## src/rtl/adc_scan_spi.sv

```systemverilog
// SPI master that round-robins over a mask of MCP300x ADC channels,
// strobing each conversion result and keeping a per-channel result bank.
module adc_scan_spi #(
  parameter int unsigned CLK_DIV  = 27,
  parameter int unsigned NUM_CH   = 4,
  parameter int unsigned ADC_BITS = 10,
  parameter int unsigned SGL      = 1
) (
  input  logic                       clk,
  input  logic                       rst_n,
  input  logic                       enable,
  input  logic [NUM_CH-1:0]          ch_mask,
  output logic                       sclk,
  output logic                       cs_n,
  output logic                       mosi,
  input  logic                       miso,
  output logic [ADC_BITS-1:0]        sample_data,
  output logic [2:0]                 sample_ch,
  output logic                       sample_valid,
  output logic [NUM_CH*ADC_BITS-1:0] ch_data,
  output logic                       busy
);

  localparam int unsigned N     = ADC_BITS + 7;
  localparam int unsigned DIV_W = $clog2(CLK_DIV);
  localparam int unsigned CNT_W = $clog2(N + 1);

  typedef enum logic [2:0] {IDLE, SETUP, SCLK_HI, SCLK_LO, GAP} state_t;

  state_t              state;
  logic [DIV_W-1:0]    div;
  logic [CNT_W-1:0]    rise_cnt;
  logic [2:0]          ptr;
  logic [2:0]          sel;
  logic [3:0]          cmd_sh;
  logic [ADC_BITS-1:0] shreg;
  logic                gap_half;

  logic [7:0]          mask8_c;
  logic [3:0]          idx_c;
  logic [2:0]          next_sel_c;
  logic                found_c;
  logic                half_done_c;

  assign half_done_c = (div == DIV_W'(CLK_DIV - 1));

  // First set mask bit at or after the scan pointer, wrapping modulo NUM_CH.
  always_comb begin
    mask8_c    = 8'(ch_mask);
    idx_c      = '0;
    next_sel_c = '0;
    found_c    = 1'b0;
    for (int i = int'(NUM_CH) - 1; i >= 0; i--) begin
      idx_c = 4'(ptr) + 4'(i);
      if (idx_c >= 4'(NUM_CH)) idx_c = idx_c - 4'(NUM_CH);
      if (mask8_c[idx_c[2:0]]) begin
        next_sel_c = idx_c[2:0];
        found_c    = 1'b1;
      end
    end
  end

  always_ff @(posedge clk) begin
    if (!rst_n) begin
      state        <= IDLE;
      div          <= '0;
      rise_cnt     <= '0;
      ptr          <= '0;
      sel          <= '0;
      cmd_sh       <= '0;
      shreg        <= '0;
      gap_half     <= 1'b0;
      sclk         <= 1'b0;
      cs_n         <= 1'b1;
      mosi         <= 1'b0;
      sample_data  <= '0;
      sample_ch    <= '0;
      sample_valid <= 1'b0;
      ch_data      <= '0;
      busy         <= 1'b0;
    end else begin
      sample_valid <= 1'b0;
      case (state)
        IDLE: begin
          div <= '0;
          if (enable && found_c) begin
            cs_n     <= 1'b0;
            mosi     <= 1'b1;
            busy     <= 1'b1;
            sel      <= next_sel_c;
            cmd_sh   <= {1'(SGL), next_sel_c};
            rise_cnt <= '0;
            state    <= SETUP;
          end
        end
        // Rising edge: data bits arrive from rise 8 onward.
        SETUP, SCLK_LO: begin
          if (half_done_c) begin
            div      <= '0;
            sclk     <= 1'b1;
            rise_cnt <= rise_cnt + 1'b1;
            if (rise_cnt >= CNT_W'(7)) shreg <= {shreg[ADC_BITS-2:0], miso};
            state    <= SCLK_HI;
          end else begin
            div <= div + 1'b1;
          end
        end
        // Falling edge: present next command bit, or close the frame.
        SCLK_HI: begin
          if (half_done_c) begin
            div  <= '0;
            sclk <= 1'b0;
            if (rise_cnt == CNT_W'(N)) begin
              cs_n         <= 1'b1;
              mosi         <= 1'b0;
              sample_valid <= 1'b1;
              sample_data  <= shreg;
              sample_ch    <= sel;
              for (int i = 0; i < int'(NUM_CH); i++) begin
                if (sel == 3'(i)) ch_data[i*ADC_BITS +: ADC_BITS] <= shreg;
              end
              ptr      <= (sel == 3'(NUM_CH - 1)) ? 3'd0 : sel + 3'd1;
              gap_half <= 1'b0;
              state    <= GAP;
            end else begin
              mosi   <= cmd_sh[3];
              cmd_sh <= {cmd_sh[2:0], 1'b0};
              state  <= SCLK_LO;
            end
          end else begin
            div <= div + 1'b1;
          end
        end
        // Two half-periods of CS-high time before the next selection.
        GAP: begin
          if (half_done_c) begin
            div <= '0;
            if (gap_half) begin
              gap_half <= 1'b0;
              busy     <= 1'b0;
              state    <= IDLE;
            end else begin
              gap_half <= 1'b1;
            end
          end else begin
            div <= div + 1'b1;
          end
        end
        default: state <= IDLE;
      endcase
    end
  end

endmodule
```

## config.mk

```make
export PLATFORM = sky130hd
export DESIGN_NAME = adc_scan_spi
export DESIGN_NICKNAME = d
export VERILOG_FILES = /design/src/rtl/adc_scan_spi.sv
export SDC_FILE = /design/constraint.sdc
export NUM_CORES = 1
export LEC_CHECK = 0
export CAP_MARGIN = 40
export CELL_PAD_IN_SITES_DETAIL_PLACEMENT = 1
export CELL_PAD_IN_SITES_GLOBAL_PLACEMENT = 1
export CORE_UTILIZATION = 36
export DETAILED_ROUTE_END_ITERATION = 16
export PLACE_DENSITY_LB_ADDON = 0.1
export SYNTH_ARGS = -nofsm -noshare
export SYNTH_HDL_FRONTEND = slang
export SYNTH_SLANG_ARGS = --single-unit
```

## constraint.sdc

```tcl
create_clock -name clk -period 2.7 [get_ports clk]
set_input_delay 0.675 -clock clk [delete_from_list [all_inputs] [get_ports clk]]
set_output_delay 0.675 -clock clk [all_outputs]
set_load 0.005 [all_outputs]
```

== Yosys cells after proc, flatten, opt, wreduce, memory -nomap -nowiden ==
Cells that the tools add are included.
Word-level totals
  flip-flop bits (word level): 92
Cells by class
  add/subtract/negate cells: 10
  magnitude comparators: 9
  equal/unequal tests: 16
  muxes and demuxes: 57
  reductions and logical operators: 27
Operators with widths (number)
  $mux 3: 15
  $reduce_and 4->1: 8
  $mux 1: 23
  $pmux 5 s2: 2
  $reduce_and 3->1: 6
  $lt 3x4->1 const B: 4
  $mux 5: 3
  $ne 2x2->1 const B: 7
  $bmux 1 s3: 4
  $eq 3x2->1 const B: 4
  $ge 4x3->1 const B: 3
  $mux 4: 3
  $pmux 3 s4: 1
  $reduce_bool 2->1: 6
  $sub 3x3->3 const B: 4
  $add 5x1->5 const B: 2
  $eq 5x5->1 const B: 2
  $pmux 1 s2: 5
  $add 3x2->4 const B: 2
  $pmux 4 s2: 1
  $eq 3x1->1 const B: 2
  $logic_not 3->1: 2
  $ge 5x3->1 const B: 1
  $reduce_and 5->1: 1
  8 further kinds: 8

== Logic depth before layout (Yosys ltp) ==
  depth after elaboration: 12
  gate-level depth with buffers: 10
  depth with buffers taken out: 7

== Worst setup path after synthesis ==
Ideal clock, no wire load.
  path type: flip-flop to flip-flop
  start point: register ptr[0]
  end point: register cmd_sh[3]
  library setup time: 119 ps
  arrival: 2373 ps
  data required time: 2581 ps
  path slack: 209 ps
  cell stages (with the launch flop): 10
  buffers on the path: 2
  clock period less this slack: 2491 ps
  path through: dfxtp_1 buf_6 clkbuf_1 inv_1 ha_1 mux2_2 nand3_1 nand4b_4 o21ba_2 o221a_2
On the way
  longest elaborated chain between the ends: 12
  elaborated cells on any way between the ends: 30
Ends and longest elaborated chain
  from (decl): line 33  | logic [2:0] ptr;
  from (signal assigned): line 122  | ptr <= (sel == 3'(NUM_CH - 1)) ? 3'd0 : sel + 3'd1;
  $add 3x2->4: line 54  | idx_c = 4'(ptr) + 4'(i);
  $ge 4x3->1 / $sub 3x3->3 (equally long branches): line 55  | if (idx_c >= 4'(NUM_CH)) idx_c = idx_c - 4'(NUM_CH);
  $mux 3: line 55
  $bmux 1 s3: line 56  | if (mask8_c[idx_c[2:0]]) begin
  $mux 1 (implied by the code): line 56
  $mux 1 (3 in a row): line 56
  $mux 1 *: line 56
  $logic_and 1x1->1 *: line 86  | if (enable && found_c) begin
  $ne 2x2->1 (no source line) *
  $reduce_and 4->1 (no source line) *
  to (signal assigned): line 91  | cmd_sh <= {1'(SGL), next_sel_c};
  to (signal assigned): line 127  | cmd_sh <= {cmd_sh[2:0], 1'b0};
  to (decl): line 35  | logic [3:0] cmd_sh;
Every way passes the cells marked *; elsewhere a longest branch is shown, timed or not. The select of a mux whose other input is x is not followed.
A chain may end at the register's enable or synchronous reset.

== Final worst setup path ==
  start point: input port ch_mask[1]
  end point: register rise_cnt[0]
On the way
  longest elaborated chain between the ends: 9
  elaborated cells on any way between the ends: 15
Ends and longest elaborated chain
  from (decl): line 12  | input logic [NUM_CH-1:0] ch_mask,
  $bmux 1 s3: line 56
  $mux 1 (implied by the code): line 56
  $mux 1 (3 in a row): line 56
  $mux 1 *: line 56
  $logic_and 1x1->1 *: line 86
  $ne 2x2->1 (no source line) *
  $reduce_and 3->1 (no source line) *
  to (signal assigned): line 101  | rise_cnt <= rise_cnt + 1'b1;
  to (decl): line 32  | logic [CNT_W-1:0] rise_cnt;
Marked as above.

==> impl_metrics.ini <==
[cts]
clock-sinks = 92
clock-root-buffer = clkbuf_16
htreeDepth = 3
clk_pin_slew_worst_paths_ns = 0.07
cts_tree = done
post_cts_resized = 0
post_cts_buffers = 0
numCtsBuffers = 9
cts.path.max_buffers = 2
clkLatencyLatePin_ns = 0.34
hold_buffers = 0

[sta]
max_freq_ghz = 0.4171
setup_violations = 0
whs_ns = 0.4549
rsz0062_at_grt = false
relSlewSlack = 0.6032
drv_slew = 0
tightest_slew_ns = 0.5939
fin_crit_ns = 2.397
fin_skew_ns = 0.007380
hold_viol_final = 0
period_share = 0.8879

[worst_setup_path]
cp-endpoint = rise_cnt[0]
cp.depth = 6
worst_setup_path_end_kind = register
r2r_end = ch_data[39]
max_stage_delay_ns = 0.52
worst_path_max_delay_cell = mux4_2
worstPathArrival_ns = 2.66
path_buf_inv = 1
crit_chain = clkdlybuf4s50_1, mux4_2, a221oi_4, nand4b_4, and2_1, o31ai_4
start_kind = primary input
reg2reg_slack_ns = 0.52
crit_type = in2reg
path_max_fanout = 7
crit_start = ch_mask[1]
crit_family = multiplexers
r2r-start = state[1]
cp_data_required_time_ns = 2.97
rr_worst_depth = 7

[drt]
top_layer = met4
dr.first_iter.drc_count = 114
via_per_inst = 5.387
drt-met1-wl_mm = 5.704
drt_wl_total_mm = 11.73
met3_length_um = 456
ant_nets = 0
wl_per_cell_um = 16.80
drc = 0
vias = 3760
wl_met2_mm = 5.370
drt_first_pass_iters = 4

[run]
maxCapViolCount = 0

[place]
port_buffers = 65
dpl_cell_area_um2 = 5006
place.gp.congestion = 0.7800
hpwl_mm = 8.144
dp.cells = 682

[cells_and_area]
area_growth_pct = 27.63
fillers = 1308
final_cell_area_um2 = 5306
drive_gt1_frac = 0.1201
diodes = 0
multi_input_area_um2 = 2097
register_area_um2 = 1842
finalNonFillerCells = 698
fin_nets = 571

[floorplanning]
row_count = 38
die_w_um = 109.5
coreArea_um2 = 11030
initial_utilization = 0.3769
die-area_um2 = 11980
pin_count = 66
die_y_um = 109.5

[yosys]
synth_top_flop_cell = dfxtp_1
muxShareOfSynthArea = 0.06229
synthMostInstantiatedCell = dfxtp_1
synth_compound_area_frac = 0.1595
synth_top_area_share = 0.4430
yosysWarnings = 0
synth_cells = 484
synth_xor_area_frac = 0.006320
post_synth_and_or_nand_nor_area_fraction = 0.2401
syn_area_per_cell_um2 = 8.590
yosys.area.top_type = dfxtp_1
synthAdderAreaFrac = 0.03491
synth_nets = 502
synth_cell_types = 61
synth_top_family_by_area = simple AND/OR/NAND/NOR gates
async_flop_share = 0
yosysSeqAreaShare = 0.4430
synth_area_um2 = 4158
synth.area.top_cells = dfxtp_1 (44%), a21oi_1 (8.3%), nand2_1 (7.4%), nand3_1 (5.8%), mux2i_1 (3.6%)
ys_top_cells_by_count = dfxtp_1 (92), nand2_1 (82), a21oi_1 (69)
synth-seq-cells = 92
synth-edff-count = 0

[power_and_ir_drop]
vdd_drop_max_uv = 311.6
p_per_area_nw_per_um2 = 550.6
leakage_nw = 1.832
p_total_mw = 2.922

[grt]
grt_pass1_wl_mm = 19.09
antenna_found_initial = 0
grt_pass1_vias = 3730
track_usage = 0.2093
grt_max_degree = 45
overflow = 0

[run_status]
status = complete, no violations

[hold_path]
hp-class = reg2reg
[flip-flops by register name, indices dropped and copies added, names as in the netlist]
signal,cells
shreg,10
div,5
busy,1
cmd_sh,4
cs_n,1
ptr,3
rise_cnt,5
state,3
ch_data,40
sel,3
sample_data,10
gap_half,1
sample_ch,3
sample_valid,1
sclk,1
mosi,1
[tightest hold or removal path, delay by kind of cell, from the launching register on]
| kind | cells | cell delay, ns |
|---|---|---|
| and+or+nand+nor | 1 | 0.05 |
| DFF | 1 | 0.31 |
| AOI/OAI and AO/OA | 1 | 0.05 |
[layer usage]
layer / vias up / track usage
li1: 1841 / -
met1: 1830 / 0.2752
met2: 74 / 0.3446
met3: 15 / 0.03675
met4: 0 / 0.07333
met5: - / 0
[where the power goes]
part	switching [mW]	internal, mW
combinational	0.138	0.0965
sequential	0.0208	1.38
clock	0.564	0.727
[cell type report]
class / count / area share
Clock buffer: 10 / 0.04315
Clock inverter: 6 / 0.01344
Inverter: 9 / 0.006366
Multi-Input combinational cell: 350 / 0.3952
Sequential cell: 92 / 0.3471
Tap cell: 140 / 0.03301
Timing Repair Buffer: 91 / 0.1618
[cells in the final DEF (no fill, tap or decap), types with 4 or more instances in the layout]
cell,instances
nand2_2,4
o21ai_0,8
ha_1,10
a21oi_1,69
mux2_2,4
mux2i_1,15
inv_1,8
buf_4,25
nor3_1,12
nand3_1,48
o22ai_1,4
dfxtp_1,92
clkdlybuf4s50_1,65
nor2_1,32
nand2_1,82
clkbuf_16,9
[kinds of logic (layout without fill, tap and decap cells)]
group,after synthesis,count (layout)
AOI/OAI and AO/OA,106,106
xor gates and xnor gates,3,3
adders and majority gates,12,12
buffers and inverters,42,116
DFF,92,92
muxes,22,22
and+or+nand+nor,207,207
[per-stage QoR]
step | setup TNS, ns | setup WS, ns | utilization
detailed placement | -0.2197 | -0.06122 | 0.4538
floorplan | 0 | 0.2087 | -
finish | 0 | 0.3025 | 0.4811
CTS | 0 | 0.2911 | 0.4811
global placement | 0 | 0.007674 | 0.4532
global route | 0 | 0.2093 | 0.4811
[how the worst min path moves through the flow]
stage / from / endpoint / slack, ns / cells after the start
after global placement: sample_ch[2] / sample_ch[2] / 0.45 / 2
final: sample_data[8] / sample_data[8] / 0.45 / 2
after global routing: sample_ch[0] / sample_ch[0] / 0.48 / 2
after floorplan: div[4] / div[4] / 0.44 / 1
after CTS: sample_data[8] / sample_data[8] / 0.46 / 2
after detailed placement: sample_data[8] / sample_data[8] / 0.45 / 2
(Power assumes the default switching activity.)
